## src/rtl/dbg_pkg.sv

```systemverilog
// dbg_pkg: command codes, decoder state encoding and frame-shape helpers shared by the debug UART front end.
// S_RX_CSUM exists only when UART_DBG_CSUM_EN is defined.
package dbg_pkg;
    localparam logic [3:0] FN_STATUS      = 4'h5;
    localparam logic [3:0] FN_MEM_RD_BYTE = 4'h6;
    localparam logic [3:0] FN_MEM_RD_WORD = 4'h7;
    localparam logic [3:0] FN_REG_RD      = 4'h8;
    localparam logic [3:0] FN_BR_PT_ADD   = 4'h9;
    localparam logic [3:0] FN_BR_PT_RM    = 4'hA;
    localparam logic [3:0] FN_MEM_WR_BYTE = 4'hB;
    localparam logic [3:0] FN_MEM_WR_WORD = 4'hC;
    localparam logic [3:0] FN_REG_WR      = 4'hD;

    localparam logic [7:0] ACK_DEFAULT = 8'hA5;
    localparam logic [7:0] ERR_DEFAULT = 8'hEE;

    typedef enum logic [3:0] {
        S_IDLE,
        S_RX_ADDR,
        S_RX_DATA,
`ifdef UART_DBG_CSUM_EN
        S_RX_CSUM,
`endif
        S_ISSUE,
        S_WAIT,
        S_TX,
        S_TX_GAP,
        S_TX_WAIT
    } state_t;

    function automatic logic is_valid(input logic [3:0] c);
        return c != 4'h0 && c <= FN_REG_WR;
    endfunction

    function automatic logic is_read(input logic [3:0] c);
        return c inside {FN_STATUS, FN_MEM_RD_BYTE, FN_MEM_RD_WORD, FN_REG_RD};
    endfunction

    function automatic logic [3:0] n_arg_bytes(input logic [3:0] c);
        return c inside {FN_MEM_WR_BYTE, FN_MEM_WR_WORD, FN_REG_WR} ? 4'd8 :
               c inside {FN_MEM_RD_BYTE, FN_MEM_RD_WORD, FN_REG_RD, FN_BR_PT_ADD, FN_BR_PT_RM} ? 4'd4 : 4'd0;
    endfunction
endpackage

```

## src/rtl/uart_cmd_decoder_if.sv

```systemverilog
// uart_cmd_decoder_if: UART byte streams plus the controller command handshake seen by the decoder.
interface uart_cmd_decoder_if;
    logic [7:0]  rx_data;
    logic        rx_valid;
    logic [7:0]  tx_data;
    logic        tx_start;
    logic        tx_busy;
    logic [3:0]  cmd;
    logic [31:0] addr;
    logic [31:0] wr_data;
    logic        out_valid;
    logic        ctrlr_busy;
    logic [31:0] mcu_rd_data;
    logic        dec_busy;

    modport master (
        input  rx_data, rx_valid, tx_busy, ctrlr_busy, mcu_rd_data,
        output tx_data, tx_start, cmd, addr, wr_data, out_valid, dec_busy
    );
    modport slave (
        output rx_data, rx_valid, tx_busy, ctrlr_busy, mcu_rd_data,
        input  tx_data, tx_start, cmd, addr, wr_data, out_valid, dec_busy
    );
endinterface

```

## src/rtl/dbg_tx_serializer.sv

```systemverilog
// dbg_tx_serializer: sends a 1- or 4-byte reply MSB first, pacing each byte against tx_busy.
module dbg_tx_serializer
    import dbg_pkg::*;
(
    input  logic        clk,
    input  logic        rst,
    input  logic        load,
    input  logic        four,
    input  logic [31:0] data,
    input  logic        tx_busy,
    output logic [7:0]  tx_data,
    output logic        tx_start,
    output logic        done
);
    state_t state, state_n;
    logic [31:0] sh;
    logic [2:0] left;
    logic fire;

    assign fire = state == S_TX && !tx_busy;

    always_comb begin
        state_n = state;
        done = 1'b0;
        case (state)
            S_IDLE:    state_n = load ? S_TX : S_IDLE;
            S_TX:      state_n = tx_busy ? S_TX : S_TX_GAP;
            S_TX_GAP:  state_n = S_TX_WAIT;
            S_TX_WAIT: begin
                if (!tx_busy) begin
                    state_n = left == 3'd1 ? S_IDLE : S_TX;
                    done = left == 3'd1;
                end
            end
            default:   state_n = S_IDLE;
        endcase
    end

    // tx_start is registered, so tx_busy first shows up in S_TX_WAIT; S_TX_GAP covers that latency
    always_ff @(posedge clk or posedge rst) begin
        if (rst) begin
            state <= S_IDLE;
            sh <= '0;
            left <= '0;
            tx_data <= '0;
            tx_start <= 1'b0;
        end else begin
            state <= state_n;
            tx_start <= fire;
            if (fire) tx_data <= sh[31:24];
            if (state == S_IDLE && load) begin
                sh <= data;
                left <= four ? 3'd4 : 3'd1;
            end else if (state == S_TX_WAIT && !tx_busy) begin
                sh <= {sh[23:0], 8'h00};
                left <= left - 3'd1;
            end
        end
    end
endmodule

```

## src/rtl/uart_cmd_decoder.sv

```systemverilog
// uart_cmd_decoder: assembles host command frames from UART RX, issues them to the debug controller and replies on UART TX.
// Defining UART_DBG_CSUM_EN adds a trailing XOR checksum byte to every frame.
module uart_cmd_decoder
    import dbg_pkg::*;
#(
    parameter int unsigned RX_TIMEOUT = 1000000,
    parameter logic [7:0]  ACK_BYTE   = ACK_DEFAULT,
    parameter logic [7:0]  ERR_BYTE   = ERR_DEFAULT
) (
    input logic clk,
    input logic rst,
    uart_cmd_decoder_if.master bus
);
    state_t state, state_n, args_done;
    logic [3:0] cmd_r;
    logic [31:0] addr_r, wr_r, to_cnt;
    logic [1:0] byte_cnt;
    logic rx_state, tmo, last, bad, ld, ld_four, done;
    logic [31:0] ld_data;
`ifdef UART_DBG_CSUM_EN
    logic [7:0] csum;
    assign args_done = S_RX_CSUM;
    assign rx_state = state inside {S_RX_ADDR, S_RX_DATA, S_RX_CSUM};
`else
    assign args_done = S_ISSUE;
    assign rx_state = state inside {S_RX_ADDR, S_RX_DATA};
`endif

    assign tmo = rx_state && to_cnt == RX_TIMEOUT;
    assign last = byte_cnt == 2'd3;
    assign bad = bus.rx_data[7:4] != 4'h0 || !is_valid(bus.rx_data[3:0]);

    always_comb begin
        state_n = state;
        ld = 1'b0;
        ld_four = 1'b0;
        ld_data = {ACK_BYTE, 24'h0};
        case (state)
            S_IDLE: begin
                if (bus.rx_valid) begin
                    state_n = bad ? S_TX : n_arg_bytes(bus.rx_data[3:0]) != 4'd0 ? S_RX_ADDR : args_done;
                    ld = bad;
                    ld_data = {ERR_BYTE, 24'h0};
                end
            end
            S_RX_ADDR: state_n = tmo ? S_IDLE : (bus.rx_valid && last) ? (n_arg_bytes(cmd_r) == 4'd8 ? S_RX_DATA : args_done) : state;
            S_RX_DATA: state_n = tmo ? S_IDLE : (bus.rx_valid && last) ? args_done : state;
`ifdef UART_DBG_CSUM_EN
            S_RX_CSUM: begin
                if (tmo) state_n = S_IDLE;
                else if (bus.rx_valid) begin
                    state_n = bus.rx_data == csum ? S_ISSUE : S_TX;
                    ld = bus.rx_data != csum;
                    ld_data = {ERR_BYTE, 24'h0};
                end
            end
`endif
            S_ISSUE: state_n = S_WAIT;
            S_WAIT: begin
                if (!bus.ctrlr_busy) begin
                    state_n = S_TX;
                    ld = 1'b1;
                    ld_four = is_read(cmd_r);
                    ld_data = is_read(cmd_r) ? bus.mcu_rd_data : {ACK_BYTE, 24'h0};
                end
            end
            S_TX: state_n = done ? S_IDLE : S_TX;
            default: state_n = S_IDLE;
        endcase
    end

    // any byte arriving while a command is in flight is simply never looked at
    always_ff @(posedge clk or posedge rst) begin
        if (rst) begin
            state <= S_IDLE;
            cmd_r <= '0;
            addr_r <= '0;
            wr_r <= '0;
            to_cnt <= '0;
            byte_cnt <= '0;
        end else begin
            state <= state_n;
            to_cnt <= (bus.rx_valid || !rx_state || tmo) ? 32'd0 : to_cnt + 32'd1;
            byte_cnt <= state == S_IDLE ? 2'd0 : (rx_state && bus.rx_valid && !tmo) ? byte_cnt + 2'd1 : byte_cnt;
            if (state == S_IDLE && bus.rx_valid) cmd_r <= bus.rx_data[3:0];
            if (state == S_RX_ADDR && bus.rx_valid && !tmo) addr_r <= {addr_r[23:0], bus.rx_data};
            if (state == S_RX_DATA && bus.rx_valid && !tmo) wr_r <= {wr_r[23:0], bus.rx_data};
        end
    end

`ifdef UART_DBG_CSUM_EN
    always_ff @(posedge clk or posedge rst) begin
        if (rst) csum <= '0;
        else if (state == S_IDLE && bus.rx_valid) csum <= bus.rx_data;
        else if (state inside {S_RX_ADDR, S_RX_DATA} && bus.rx_valid && !tmo) csum <= csum ^ bus.rx_data;
    end
`endif

    dbg_tx_serializer u_ser (
        .clk(clk),
        .rst(rst),
        .load(ld),
        .four(ld_four),
        .data(ld_data),
        .tx_busy(bus.tx_busy),
        .tx_data(bus.tx_data),
        .tx_start(bus.tx_start),
        .done(done)
    );

    assign bus.cmd = cmd_r;
    assign bus.addr = addr_r;
    assign bus.wr_data = wr_r;
    assign bus.out_valid = state == S_ISSUE;
    assign bus.dec_busy = state != S_IDLE;
endmodule

```

## src/flat_wrapper.sv

```systemverilog
// flat-port wrapper written by rule: the top's interface ports become plain ports
module uart_cmd_decoder_flat import dbg_pkg::*;
#(
    parameter int unsigned RX_TIMEOUT = 1000000,
    parameter logic [7:0]  ACK_BYTE   = ACK_DEFAULT,
    parameter logic [7:0]  ERR_BYTE   = ERR_DEFAULT
)
  (clk, rst, bus_rx_data, bus_rx_valid, bus_tx_busy, bus_ctrlr_busy, bus_mcu_rd_data, bus_tx_data, bus_tx_start, bus_cmd, bus_addr, bus_wr_data, bus_out_valid, bus_dec_busy);
  uart_cmd_decoder_if bus_i ();
  input logic clk;
  input logic rst;
  input wire logic [$bits(bus_i.rx_data)-1:0] bus_rx_data;
  input wire logic [$bits(bus_i.rx_valid)-1:0] bus_rx_valid;
  input wire logic [$bits(bus_i.tx_busy)-1:0] bus_tx_busy;
  input wire logic [$bits(bus_i.ctrlr_busy)-1:0] bus_ctrlr_busy;
  input wire logic [$bits(bus_i.mcu_rd_data)-1:0] bus_mcu_rd_data;
  output wire logic [$bits(bus_i.tx_data)-1:0] bus_tx_data;
  output wire logic [$bits(bus_i.tx_start)-1:0] bus_tx_start;
  output wire logic [$bits(bus_i.cmd)-1:0] bus_cmd;
  output wire logic [$bits(bus_i.addr)-1:0] bus_addr;
  output wire logic [$bits(bus_i.wr_data)-1:0] bus_wr_data;
  output wire logic [$bits(bus_i.out_valid)-1:0] bus_out_valid;
  output wire logic [$bits(bus_i.dec_busy)-1:0] bus_dec_busy;
  assign bus_i.rx_data = bus_rx_data;
  assign bus_i.rx_valid = bus_rx_valid;
  assign bus_i.tx_busy = bus_tx_busy;
  assign bus_i.ctrlr_busy = bus_ctrlr_busy;
  assign bus_i.mcu_rd_data = bus_mcu_rd_data;
  assign bus_tx_data = bus_i.tx_data;
  assign bus_tx_start = bus_i.tx_start;
  assign bus_cmd = bus_i.cmd;
  assign bus_addr = bus_i.addr;
  assign bus_wr_data = bus_i.wr_data;
  assign bus_out_valid = bus_i.out_valid;
  assign bus_dec_busy = bus_i.dec_busy;
  uart_cmd_decoder #(.RX_TIMEOUT(RX_TIMEOUT), .ACK_BYTE(ACK_BYTE), .ERR_BYTE(ERR_BYTE)) u_core (.clk(clk), .rst(rst), .bus(bus_i));
endmodule
```

## config.mk

```make
export PLATFORM = sky130hd
export DESIGN_NAME = uart_cmd_decoder_flat
export DESIGN_NICKNAME = d
export VERILOG_FILES = /design/src/rtl/dbg_pkg.sv /design/src/rtl/uart_cmd_decoder_if.sv /design/src/rtl/dbg_tx_serializer.sv /design/src/rtl/uart_cmd_decoder.sv /design/src/flat_wrapper.sv
export SDC_FILE = /design/constraint.sdc
export NUM_CORES = 1
export LEC_CHECK = 0
export ABC_AREA = 1
export BUFFER_PORTS_ARGS = -buffer_cell sky130_fd_sc_hd__buf_2
export CAP_MARGIN = 10
export CELL_PAD_IN_SITES_DETAIL_PLACEMENT = 1
export CELL_PAD_IN_SITES_GLOBAL_PLACEMENT = 1
export CORE_MARGIN = 2
export CORE_UTILIZATION = 38
export DETAILED_ROUTE_END_ITERATION = 8
export PLACE_DENSITY_LB_ADDON = 0.1
export SETUP_SLACK_MARGIN = 0.02
export SYNTH_ARGS = -nofsm -noshare
export SYNTH_HDL_FRONTEND = slang
export SYNTH_SLANG_ARGS = --single-unit
```

## constraint.sdc

```tcl
create_clock -name clk -period 4.5 [get_ports clk]
set_input_delay 0.225 -clock clk [delete_from_list [all_inputs] [get_ports clk]]
set_output_delay 0.225 -clock clk [all_outputs]
set_load 0.1 [all_outputs]
```

==> qor.csv <==
metric,value,unit
run_status,"complete, no violations",
ant_nets,0,
grt_max_degree,87,
drtPass1Iterations,4,
wl_per_cell,15.3,µm
criticalPathCategory,reg2reg,
maxSlewViolCount,0,
vias,6381,
crit_fanout,27,
end_kind,flop,
pre_cts_slack,2.19,ns
cts_setup_buffers,0,
final_nets,1088,
cts-root-buf,clkbuf_16,
antenna_found_initial,0,
synthToLayoutAreaGrowth,19.4,%
core_area,19300,µm²
clk_path_buf_depth,2,
fmax,418,MHz
tritoncts,built,
grt_usage,0.205,
rr_startpoint,u_core.to_cnt[0],
arrival,2.76,ns
crit_family,simple AND/OR/NAND/NOR gates,
routed_wirelength,20100,µm
die_area,20600,µm²
vdd_drop_max,396,µV
slowest_stage,nand2_1,
holdBufCountCts,9,
cts.clk_slew.worst_paths,0.06,ns
avgSynthCellArea,8.10,µm²
fin_crit,2.39,ns
hp-class,in2reg,
holdWs,0.0269,ns
p_clk_frac,0.197,
finalHoldViolations,0,
switching_share,0.549,
setup_viol,0,
required,4.86,ns
grt_pass1_wl,33100,µm
p_per_area,810,nW/µm²
fillers,2401,
fp.dieW,144,µm
tightest_slew,0.817,ns
slew_headroom,0.454,
cts_resized,0,
cap_violations,0,
critPathLaunchType,flop,
slowest_delay,0.63,ns
synth-seq-cells,152,
internal_power,3.23,mW
yosysUniqueCellTypes,36,
syn_area,7410,µm²
crit_path_frequent_cell,nand2_1,
rows,51,
finalCritPeriodShare,0.532,
crit_chain,inv_1 > ha_1 > nand4_1 > nor3_1 > nand3_2 > nand2_1 > buf_4 > nand2_1 > nand2_1,
drc,0,
leakage,4.46,nW
vias_per_cell,4.85,
cts_buffers,17,
p_total,7.17,mW
synth_nets,965,
ios,124,
final_cell_mix,"nand2_1 (301), dfrtp_1 (152), buf_2 (123)",
synthCells,915,
final_common_cell,nand2_1,
initial_utilization,0.385,
post-dp-hpwl,14300,µm
grt_overflow,0,
critPathLaunch,u_core.to_cnt[0],
h-tree-depth,4,
clk_latency,0.43,ns
switching_power,3.93,mW
fin_tns_setup,0,ns
share_seq_of_total_power,0.295,
diodes,0,
hp-start,bus_mcu_rd_data[31],
ys_warn_count,0,
clock_skew,0.00718,ns
grt_pass1_vias,6520,
gp_congestion,0.828,
synth_seq_area_share,0.513,
drtIter0Drc,223,
die-height,144,µm
fin_ws,2.11,ns
critPathBufInv,2,
port_buffers,123,
comb_power_share,0.508,
rsz0062_at_grt,false,
clock_sinks,152,
drive_gt1_frac,0.190,
-- logic make-up (layout without fill, tap and decap cells) --
logic type                 Yosys count  count (layout)  synth area share
and+or+nand+nor                    561             561             0.328
xor gates and xnor gates            23              23            0.0272
adders and majority gates            5               5           0.00844
AOI/OAI and AO/OA                   74              74            0.0577
buffers and inverters              100             235            0.0655
DFF                                152             152             0.513
-- per-layer routing --
layer,part of all wire,vias to the layer above,global-route usage
li1,-,3189,-
met1,0.48,3073,0.279
met2,0.48,97,0.336
met3,0.026,22,0.0307
met4,0.014,0,0.0655
met5,0,-,0
-- worst register-to-register path, delay by kind of cell, from the launching register on --
kind,cells,cell delay [ns]
adder cells (fa/ha/maj),1,0.22
flip-flops,1,0.42
buffers and inverters,2,0.42
AND/OR/NAND/NOR,6,1.27
-- path summary, 6_finish.rpt --
kind	end	slack [ns]	depth (start not counted)
setup / recovery	u_core.bus.wr_data[9]	2.11	9
hold / removal	u_core.u_ser.sh[31]	0.03	3
setup reg to reg	u_core.bus.wr_data[9]	2.11	9
hold reg to reg	u_core.u_ser.sh[6]	0.46	2
max in group asynchronous	u_core.u_ser.tx_data[5]	3.02	4
min in group asynchronous	u_core.to_cnt[23]	0.50	3
-- cell type report --
cell class | count | area [µm²] | area share
Clock buffer | 18 | 429 | 0.0485
Clock inverter | 13 | 148 | 0.0167
Tap cell | 265 | 332 | 0.0375
Multi-Input combinational cell | 663 | 3130 | 0.353
Timing Repair Buffer | 140 | 766 | 0.0865
Inverter | 64 | 248 | 0.0280
Sequential cell | 152 | 3800 | 0.430
-- power by group through the flow --
| stage | registers [mW] | logic, mW | clock network [mW] |
|---|---|---|---|
| after global placement | 2.12 | 3.61 | 0 |
| after CTS | 2.12 | 3.68 | 1.45 |
| after detailed placement | 2.14 | 3.66 | 0 |
| after global routing | 2.17 | 3.88 | 1.51 |
| final | 2.11 | 3.64 | 1.41 |
| after floorplan | 4.03 | 1.12 | 0 |
-- Yosys cell counts, drive strengths merged --
master    n  area share
a21oi    17       0.018
a31o      1      0.0012
a31oi     1     0.00084
buf      29       0.029
clkbuf    7      0.0035
clkinv    2      0.0010
dfrtp   152        0.51
ha        5      0.0084
inv      62       0.032
nand2   307        0.16
nand3    82       0.057
nand4    32       0.027
nor2    116       0.065
nor3     19       0.014
nor3b     2      0.0020
nor4      2      0.0017
o211ai    1      0.0010
o21ai    52       0.035
o22ai     1     0.00084
o31a      1      0.0012
or2       1     0.00084
xnor2     9       0.011
xor2     14       0.017
-- state kept, by name, summed over array words and instances, names as in the netlist --
name,count
u_core.bus.addr,32
u_core.u_ser.tx_data,8
u_core.bus.wr_data,32
u_core.u_ser.left,3
u_core.byte_cnt,2
u_core.to_cnt,32
u_core.state,3
u_core.bus.cmd,4
u_core.u_ser.state,3
u_core.u_ser.sh,32
u_core.u_ser.tx_start,1
-- stage by stage --
stage | utilization | std cells | instance area, µm²
floorplan | - | 915 | 7410
finish | 0.459 | 1315 | 8850
global placement | 0.425 | 1275 | 8190
detailed placement | 0.425 | 1275 | 8190
CTS | 0.459 | 1315 | 8850
global route | 0.459 | 1315 | 8850
Note: power is estimated with default switching activity, not from simulation.
